==> src/rtl/stopwatch_timekeeper.sv <==
// stopwatch_timekeeper
//
// Minutes/seconds timekeeping stage of the stopwatch. Counts on a 1 Hz tick
// while running, holds while paused, and lets the user step minutes or seconds
// on an adjust-rate tick while in adjust mode. All state is one registered
// stage: a tick sampled at a rising edge is visible on the outputs right after
// that edge.
//
// Ports:
//   clk_i          master clock, all state updates on its rising edge
//   rst_ni         synchronous active-low reset
//   tick_1hz_i     single-cycle 1 Hz count enable (used in run mode)
//   tick_adj_i     single-cycle adjust-rate enable (used in adjust mode)
//   clr_pulse_i    single-cycle clear request, zeroes both counters
//   pause_pulse_i  single-cycle pause toggle, honoured in every mode
//   sel_i          adjust target: 0 = minutes, 1 = seconds
//   adj_i          level, 1 = adjust mode
//   mincounter_o   registered minutes
//   seccounter_o   registered seconds
//   running_o      1 when in run mode (not adjusting, not paused)
//   wrap_o         registered single-cycle pulse on 59:59 -> 00:00 in run mode

module stopwatch_timekeeper #(
  parameter int unsigned CNT_W   = 6,
  parameter int unsigned MAX_VAL = 59
) (
  input  logic             clk_i,
  input  logic             rst_ni,
  input  logic             tick_1hz_i,
  input  logic             tick_adj_i,
  input  logic             clr_pulse_i,
  input  logic             pause_pulse_i,
  input  logic             sel_i,
  input  logic             adj_i,
  output logic [CNT_W-1:0] mincounter_o,
  output logic [CNT_W-1:0] seccounter_o,
  output logic             running_o,
  output logic             wrap_o
);

  localparam logic [CNT_W-1:0] MaxCnt = CNT_W'(MAX_VAL);
  localparam logic [CNT_W-1:0] ZeroCnt = '0;
  localparam logic [CNT_W-1:0] OneCnt = CNT_W'(1);

  // Mode is not stored: it is decoded from the adj level and the paused flag.
  typedef enum logic [1:0] {
    ModeRun    = 2'd0,
    ModePaused = 2'd1,
    ModeAdjust = 2'd2
  } mode_e;

  logic [CNT_W-1:0] min_q, min_d;
  logic [CNT_W-1:0] sec_q, sec_d;
  logic             paused_q, paused_d;
  logic             wrap_q, wrap_d;
  mode_e            mode;

  // Terminal-value detection shared by the run and adjust paths.
  logic sec_at_max;
  logic min_at_max;
  logic [CNT_W-1:0] sec_inc;
  logic [CNT_W-1:0] min_inc;

  assign sec_at_max = (sec_q == MaxCnt);
  assign min_at_max = (min_q == MaxCnt);
  assign sec_inc    = sec_at_max ? ZeroCnt : sec_q + OneCnt;
  assign min_inc    = min_at_max ? ZeroCnt : min_q + OneCnt;

  always_comb begin
    mode = ModeRun;
    if (adj_i) begin
      mode = ModeAdjust;
    end else if (paused_q) begin
      mode = ModePaused;
    end
  end

  always_comb begin
    min_d = min_q;
    sec_d = sec_q;
    wrap_d = 1'b0;
    // The pause toggle sits outside the clear/increment/hold priority chain.
    paused_d = paused_q ^ pause_pulse_i;

    if (clr_pulse_i) begin
      // Clear wins over any tick on the same edge.
      min_d = ZeroCnt;
      sec_d = ZeroCnt;
    end else begin
      unique case (mode)
        ModeRun: begin
          if (tick_1hz_i) begin
            sec_d = sec_inc;
            if (sec_at_max) begin
              min_d  = min_inc;
              wrap_d = min_at_max;
            end
          end
        end
        ModeAdjust: begin
          // Adjust steps one field only; seconds never carry into minutes.
          if (tick_adj_i) begin
            if (sel_i) begin
              sec_d = sec_inc;
            end else begin
              min_d = min_inc;
            end
          end
        end
        ModePaused: begin
          min_d = min_q;
          sec_d = sec_q;
        end
        default: begin
          min_d = min_q;
          sec_d = sec_q;
        end
      endcase
    end
  end

  always_ff @(posedge clk_i) begin
    if (!rst_ni) begin
      min_q    <= ZeroCnt;
      sec_q    <= ZeroCnt;
      paused_q <= 1'b0;
      wrap_q   <= 1'b0;
    end else begin
      min_q    <= min_d;
      sec_q    <= sec_d;
      paused_q <= paused_d;
      wrap_q   <= wrap_d;
    end
  end

  assign mincounter_o = min_q;
  assign seccounter_o = sec_q;
  assign wrap_o       = wrap_q;
  // Combinational from the live adj level so the display reacts at once.
  assign running_o    = ~adj_i & ~paused_q;

endmodule

==> config.mk <==
export PLATFORM = sky130hd
export DESIGN_NAME = stopwatch_timekeeper
export DESIGN_NICKNAME = d
export VERILOG_FILES = /design/src/rtl/stopwatch_timekeeper.sv
export SDC_FILE = /design/constraint.sdc
export NUM_CORES = 1
export LEC_CHECK = 0
export BUFFER_PORTS_ARGS = -buffer_cell sky130_fd_sc_hd__buf_2
export CORE_MARGIN = 2
export CORE_UTILIZATION = 43
export DETAILED_ROUTE_END_ITERATION = 8
export GPL_TIMING_DRIVEN = 0
export HOLD_SLACK_MARGIN = 0.06
export PLACE_DENSITY = 0.69
export REMOVE_ABC_BUFFERS = 1
export SLEW_MARGIN = 10
export SYNTH_ARGS = -nofsm -noshare
export SYNTH_HDL_FRONTEND = slang
export SYNTH_SLANG_ARGS = --single-unit
==> constraint.sdc <==
create_clock -name clk_i -period 3.43 [get_ports clk_i]
set_input_delay 0.343 -clock clk_i [delete_from_list [all_inputs] [get_ports clk_i]]
set_output_delay 0.343 -clock clk_i [all_outputs]
set_load 0.1 [all_outputs]
**Word-level counts from Yosys, hierarchy flattened**

Index checks and enable logic that the tools add are counted.

- Equality and inequality tests: 8
- Multiplexer cells: 13
- Add/subtract/negate cells: 2
- Bitwise gates (word level): 8
- Reduce and logical (&&, ||, !) cells: 6

Operator list:

| cell | count |
|---|---|
| $mux W6 | 9 |
| $pmux W6 S2 | 2 |
| $add A6 B1 Y6 const B | 2 |
| $eq A6 B6 Y1 const B | 2 |
| $ne A2 B2 Y1 const B | 5 |
| $not A1 Y1 | 6 |
| $reduce_and A5 Y1 | 1 |
| $reduce_or A5 Y1 | 1 |
| $reduce_and A4 Y1 | 1 |
| $eq A2 B2 Y1 const B | 1 |
| $logic_not A2 Y1 | 1 |
| $mux W2 | 1 |
| $reduce_bool A2 Y1 | 1 |
| $reduce_or A2 Y1 | 1 |
| $and A1 B1 Y1 | 1 |
| $mux W1 | 1 |
| $xor A1 B1 Y1 | 1 |

- Word-level logic and storage cells: 41
- Bits of input ports: 8
- Register bits: 14
- Output and inout bits: 14

**Depth between registers and ports, before layout**

Gate-level depths: netlist of run 1.

- Depth after elaboration: 5
- Gate-level depth with buffers: 5

**Least setup slack after synthesis of run 1**

Ideal clock, no wire load.

- Path kind: register to register
- Start: register sec_q[0] (netlist: seccounter_o[0])
- End: register min_q[0] (netlist: mincounter_o[0])
- Clock period less this slack: 2.305 ns
- Data arrival time: 2.236 ns
- Setup time: 0.068 ns
- Stages on the path, launching flop included: 6
- Slack: 1.125 ns
- Data required time: 3.362 ns
- Cells stage by stage: dfxtp_1 ha_1 nand4bb_4 o21ai_4 or3b_1 a21oi_2

- Cells in the longest elaborated chain, start to end: 3

RTL lines:

| what | line | text |
|---|---|---|
| start: declaration | 53 | `logic [CNT_W-1:0] sec_q, sec_d;` |
| start signal: assignment | 125 | `sec_q <= ZeroCnt;` |
| $eq A6 B6 Y1 | 64 | `assign sec_at_max = (sec_q == MaxCnt);` |
| $ne A2 B2 Y1 (no line) | n/a |  |
| $reduce_and A5 Y1 (no line) | n/a |  |
| end signal: assignment | 124 | `min_q <= ZeroCnt;` |
| end signal: assignment | 129 | `min_q <= min_d;` |
| end: declaration | 52 | `logic [CNT_W-1:0] min_q, min_d;` |

Every way passes these cells.
A chain may end at the register's enable or synchronous reset.

**Worst setup path in the final report of run 1**

Same ends and word-level chain as after synthesis.

==> impl_metrics.ini, run 1 <==
[critical_path]
worstSetupPathType = reg2reg
crit_required_ns = 3.65
crit_path_end_kind = flip-flop
startpoint_type = flip-flop
rrSetupSlack_ns = 1.69
cp_max_fo = 10
arrival_ns = 1.96

[timing]
hold_ws_ns = 0.2875
setup_tns_ns = 0
fin_crit_ns = 1.743
timing.clock.skew_ns = 0.01033
max-slew-margin-rel_pct = 64.19
setup_viol = 0
rsz0062_at_grt = no
worstMarginPinSlew_ns = 0.5316
maxSlewViolCount = 0
fmax_mhz = 573.6
finalHoldViolations = 0
period_share_pct = 50.83

[power]
ir_worst_vdd_mv = 0.2271
p_leak_nw = 0.4137
power_density_nw_per_um2 = 361.1
p_total_uw = 331.7

[clock_tree]
numCtsBuffers = 3
cts_root_buf = clkbuf_4
cts.sink_count = 14
post_cts_resized = 0
cts_tree = done
cts_setup_buffers = 0
h-tree-depth = 1
clk_pin_slew_ns = 0.10
hold_buffers = 0
clk_path_buf_depth = 2
worstSkewPairLatency_ns = 0.29

[cells_and_area]
fillers = 176
syn_to_final_growth_pct = 21.52
antenna_cells = 0
utilization_pct = 54.37
drive_gt1_share_pct = 33.66
finish.net_count = 112

[yosys]
syn_area_um2 = 755.7
ys.flop_type = dfxtp_1
yosys_register_bits = 14
synth_cell_types = 34
postSynth.asyncResetShare_pct = 0
synth_top_cell_area_share_pct = 37.09
yosys-top-cells-area = dfxtp_1 (37%), nor3b_1 (5.0%), xor2_1 (4.6%), nor2_1 (4.5%), a32o_1 (4.0%)
synthCells = 76
synth_area_leader_cell = dfxtp_1
synth_edf_count = 0
ys_seq_area_share_pct = 37.09
yosys_warnings = 0
syn_avg_cell_area_um2 = 9.944

[run_status]
status = complete, no violations

[run]
maxCapViolCount = 0

[floorplan]
dieArea_um2 = 2109
fp.dieW_um = 45.92
start_util_pct = 44.74
ios = 22
die_y_um = 45.92
coreArea_um2 = 1689
rows = 15

[grt]
gr-usage-all-layers_pct = 18.43
grt_pass1_vias = 591
grt_antenna_before_repair = 0
grt_max_degree = 11
grt_pass1_wl_mm = 2.753
grt-ovfl-total = 0

[routing]
first_pass_iters = 4
post_drt_wl_per_cell_um = 14.76
via_per_inst = 5.932
drcViolationCount = 0
drt_wl_total_mm = 1.742
detail-route-antenna-nets = 0
drt_iter0_drc = 9
route.vias.total = 700

[worst_hold_path]
hp-class = in2reg

[place]
portBuffers = 21
dp_hpwl_mm = 1.231
routabilityCongestion = 0.7209
[sequential cells by signal (all words and copies together), names as in the netlist]
name / cells
mincounter_o: 6
paused_q: 1
seccounter_o: 6
wrap_o: 1
[power breakdown]
part	total [mW]	internal [mW]	switching [mW]
logic	0.0421	0.0131	0.0290
registers	0.168	0.165	0.00342
clock network	0.121	0.0646	0.0568
total	0.332	0.242	0.0892
[per-layer routing]
layer	track usage [%]	share of wire, %
met4	10.29	2.5
met1	24.10	46
met2	28.89	46
met3	2.381	5.6
met5	0	0
[kinds of logic after synthesis]
group	after synthesis	share of synthesized area [%]
compound gates	17	17.55
fa+ha+maj	2	3.311
flops	14	37.09
xor+xnor	5	5.794
mux	2	2.649
simple gates	36	33.61
[synth_stat cells, drive strengths merged (2+ instances only)]
cell / number
dfxtp: 14
nor2: 9
o21ai: 6
and3: 5
nor3b: 5
xor2: 4
a32o: 3
a21oi: 2
ha: 2
mux2i: 2
nand2: 2
nand4b: 2
o2111ai: 2
o211ai: 2
[layout make-up]
class | instances | area, µm² | share of cell area (%)
well taps | 17 | 21.27 | 2.316
flip-flops and latches | 14 | 280.3 | 30.52
multi-input cells | 62 | 475.5 | 51.77
clock buffers | 4 | 36.28 | 3.951
repair buffers | 21 | 105.1 | 11.44
[critical path, cell delays in order (launching register included)]
cell and delay, ns:
dfxtp_1 0.44, ha_1 0.28, nand4bb_4 0.15, o21ai_4 0.30, or3b_1 0.39, a21oi_2 0.11
[per-stage QoR]
| stage | setup slack, ns | cells | instance area, µm² |
|---|---|---|---|
| after floorplan | 1.125 | 76 | 755.7 |
| after global placement | 1.703 | 114 | 882.1 |
| final | 1.687 | 118 | 918.4 |
| after CTS | 1.694 | 118 | 918.4 |
| after global routing | 1.558 | 118 | 918.4 |
| after detailed placement | 1.712 | 114 | 882.1 |
[worst paths after layout]
path | from | to | depth (start not counted)
setup / recovery | seccounter_o[0] | mincounter_o[0] | 5
hold / removal | rst_ni | paused_q | 2
setup reg to reg | seccounter_o[0] | mincounter_o[0] | 5
hold reg to reg | seccounter_o[4] | seccounter_o[4] | 2
[placed cells by master, fill, tap and decap left out, types with 2 or more instances in the layout]
master     netlist  final
buf_2            0     21
dfxtp_1         14     14
nor2_1           9      9
nor3b_1          5      5
o21ai_0          5      5
xor2_1           4      4
and3_1           3      3
a32o_1           3      3
clkbuf_4         0      3
and3_2           2      2
nand2_1          2      2
mux2i_1          2      2
o211ai_1         2      2
o2111ai_1        2      2
ha_1             2      2
Power figures use the tool's default switching activity.
==> inputs of run 2 (changes only) <==
ABC_AREA = 1   (was unset)
clock period = 1.7 ns   (was 3.43 ns; I/O delays follow)
==> run 2 against run 1 <==
- critical path depth up 3
- wire length fell by 9.0%
- sequential share of layout area decreased by 0.93 points
- sequential power up 110%
- power rose by 110%
- global-route usage fell by 0.74 points
- largest cell class unchanged
==> impl_metrics.ini, run 2 <==
[worst_hold_path]
hold_end = paused_q
hp-class = in2reg
hold_depth = 3
hold_start = rst_ni

[timing]
finalHoldViolations = 0
fmax_mhz = 687.5
period_share_pct = 85.57
rsz0062_at_grt = no
setup_viol = 0
timing.clock.skew_ns = 0.003335
fin_crit_ns = 1.455
maxSlewViolCount = 0
worstMarginPinSlew_ns = 0.5932
max-slew-margin-rel_pct = 60.31
fin_ws_ns = 0.2454

[clock_tree]
clk_path_buf_depth = 2
hold_buffers = 0
clk_pin_slew_ns = 0.08
h-tree-depth = 1
cts.sink_count = 14
worstSkewPairLatency_ns = 0.28
cts_setup_buffers = 0
numCtsBuffers = 3
cts_root_buf = clkbuf_4
post_cts_resized = 0
cts_tree = done

[floorplan]
start_util_pct = 45.65
rows = 15
coreArea_um2 = 1727
die_y_um = 46.82
fp.dieW_um = 46.82
ios = 22
dieArea_um2 = 2192

[yosys]
postSynth.asyncResetShare_pct = 0
synth.area.mux_share_pct = 0
synth_area_leader_cell = dfxtp_1
synth_cell_types = 21
syn_area_um2 = 788.3
yosys-top-cells-area = dfxtp_1 (36%), nand2_1 (12%), nor2_1 (10%), nand3_1 (8.9%), inv_1 (6.7%)
synth-xor-area-share_pct = 4.444
ys_seq_area_share_pct = 35.56
synthCells = 117
yosys_register_bits = 14
synth_common_cells = nand2_1 (26), nor2_1 (22), dfxtp_1 (14), inv_1 (14), nand3_1 (14)
yosysMostFrequentCell = nand2_1
yosys_warnings = 0
synth_top_cell_area_share_pct = 35.56
syn_avg_cell_area_um2 = 6.737
ys.flop_type = dfxtp_1
yosys.area_share.simple_pct = 39.05
synth_top_family_by_area = simple AND/OR/NAND/NOR gates
synthAdderAreaFrac_pct = 3.175
synth_compound_area_share_pct = 10.63
synth_edf_count = 0

[routing]
drcViolationCount = 0
detail-route-antenna-nets = 0
via_per_inst = 4.639
first_pass_iters = 4
drt_iter0_drc = 10
highest_layer = met4
route.vias.total = 770
wl_met2_um = 745
drt-met1-wl_um = 753
post_drt_wl_per_cell_um = 9.554
wl_met3_um = 75
drt_wl_total_mm = 1.586

[critical_path]
worstSetupPathType = reg2reg
arrival_ns = 1.67
rr_endpoint = mincounter_o[1]
critPathMaxStageDelay_ns = 0.37
r2r_cells = 8
worstSetupStartpoint = seccounter_o[1]
cp_common_cell = nor2_1
cp_max_fo = 8
crit_required_ns = 1.92
worstPathCellList = ha_1 -> nand3_1 -> nor2_1 -> nand2_1 -> nand2_2 -> and2_4 -> nor2_1 -> nor2_1
crit_path_end_kind = flip-flop
startpoint_type = flip-flop
slowest_stage = dfxtp_1
timing.rr.start = seccounter_o[1]
rrSetupSlack_ns = 0.25

[run_status]
status = complete, no violations

[cells_and_area]
fillers = 177
drive_gt1_share_pct = 22.70
fin_cells = 166
final_cell_mix = nand2_1 (26), nor2_1 (22), buf_2 (21)
antenna_cells = 0
final_common_cell = nand2_1
syn_to_final_growth_pct = 20.16
finish.net_count = 153

[power]
power_density_nw_per_um2 = 739.1
ir_worst_vdd_mv = 0.6385
p_leak_nw = 0.4400

[place]
place_ws_ns = 0.2622
routabilityCongestion = 0.8585
dp_hpwl_mm = 1.256
dpl.cell_count = 163
portBuffers = 21

[grt]
grt_max_degree = 9
gr-usage-all-layers_pct = 17.69
grt_pass1_wl_mm = 2.704
grt_antenna_before_repair = 0
grt-ovfl-total = 0
grt_pass1_vias = 635

[run]
maxCapViolCount = 0
## run 2: metrics by stage
step | util [%] | TNS [ns] | cell area (µm²) | total power [mW] | hold WS, ns
6_report | 54.86 | 0 | 947.2 | 0.7001 | 0.1187
5_1_grt | 54.86 | 0 | 947.2 | 0.7409 | 0.1351
4_1_cts | 54.86 | 0 | 947.2 | 0.7088 | 0.1180
3_5_place_dp | 53.55 | 0 | 924.6 | 0.5230 | 0.4164
3_3_place_gp | 53.55 | 0 | 924.6 | 0.5191 | 0.4041
2_1_floorplan | - | -4.147 | 788.3 | 0.4897 | 0.3038
## run 2: worst max-delay path: cells and delay by family (launching register included)
family | cells | cell delay [ns]
AND/OR/NAND/NOR | 7 | 0.80
flip-flops | 1 | 0.37
adder cells (fa/ha/maj) | 1 | 0.22
## run 2: routing by layer
layer | GRT usage (%) | vias to the layer above
li1 | - | 420
met5 | 0 | -
met1 | 21.62 | 333
met3 | 7.308 | 2
met2 | 28.77 | 15
met4 | 5.000 | 0
## run 2: worst max path at each step
stage,endpoint,depth (start not counted)
finish,mincounter_o[1],8
global route,mincounter_o[2],8
CTS,mincounter_o[5],8
detailed placement,mincounter_o[2],8
global placement,mincounter_o[2],8
floorplan,mincounter_o[2],8
## run 2: layout make-up
class | instances | area (µm²) | area share (%)
well taps | 25 | 31.28 | 3.303
flip-flops and latches | 14 | 280.3 | 29.59
inverters | 15 | 56.30 | 5.945
multi-input cells | 88 | 451.7 | 47.69
clock buffers | 3 | 22.52 | 2.378
repair buffers | 21 | 105.1 | 11.10
## run 2: where the power goes
part / leakage [nW] / switching (mW) / internal, mW / total (mW)
combinational: 0.313 / 0.126 / 0.0408 / 0.167
clock: 0.0138 / 0.103 / 0.0822 / 0.185
sequential: 0.114 / 0.0110 / 0.337 / 0.348
## run 2: logic make-up (layout without fill, tap and decap cells)
logic type,count (synthesis),count (layout)
XOR/XNOR,4,4
AND/OR/NAND/NOR,70,70
flip-flops,14,14
buffers and inverters,15,39
adder cells (fa/ha/maj),2,2
AO/OA/AOI/OAI,12,12
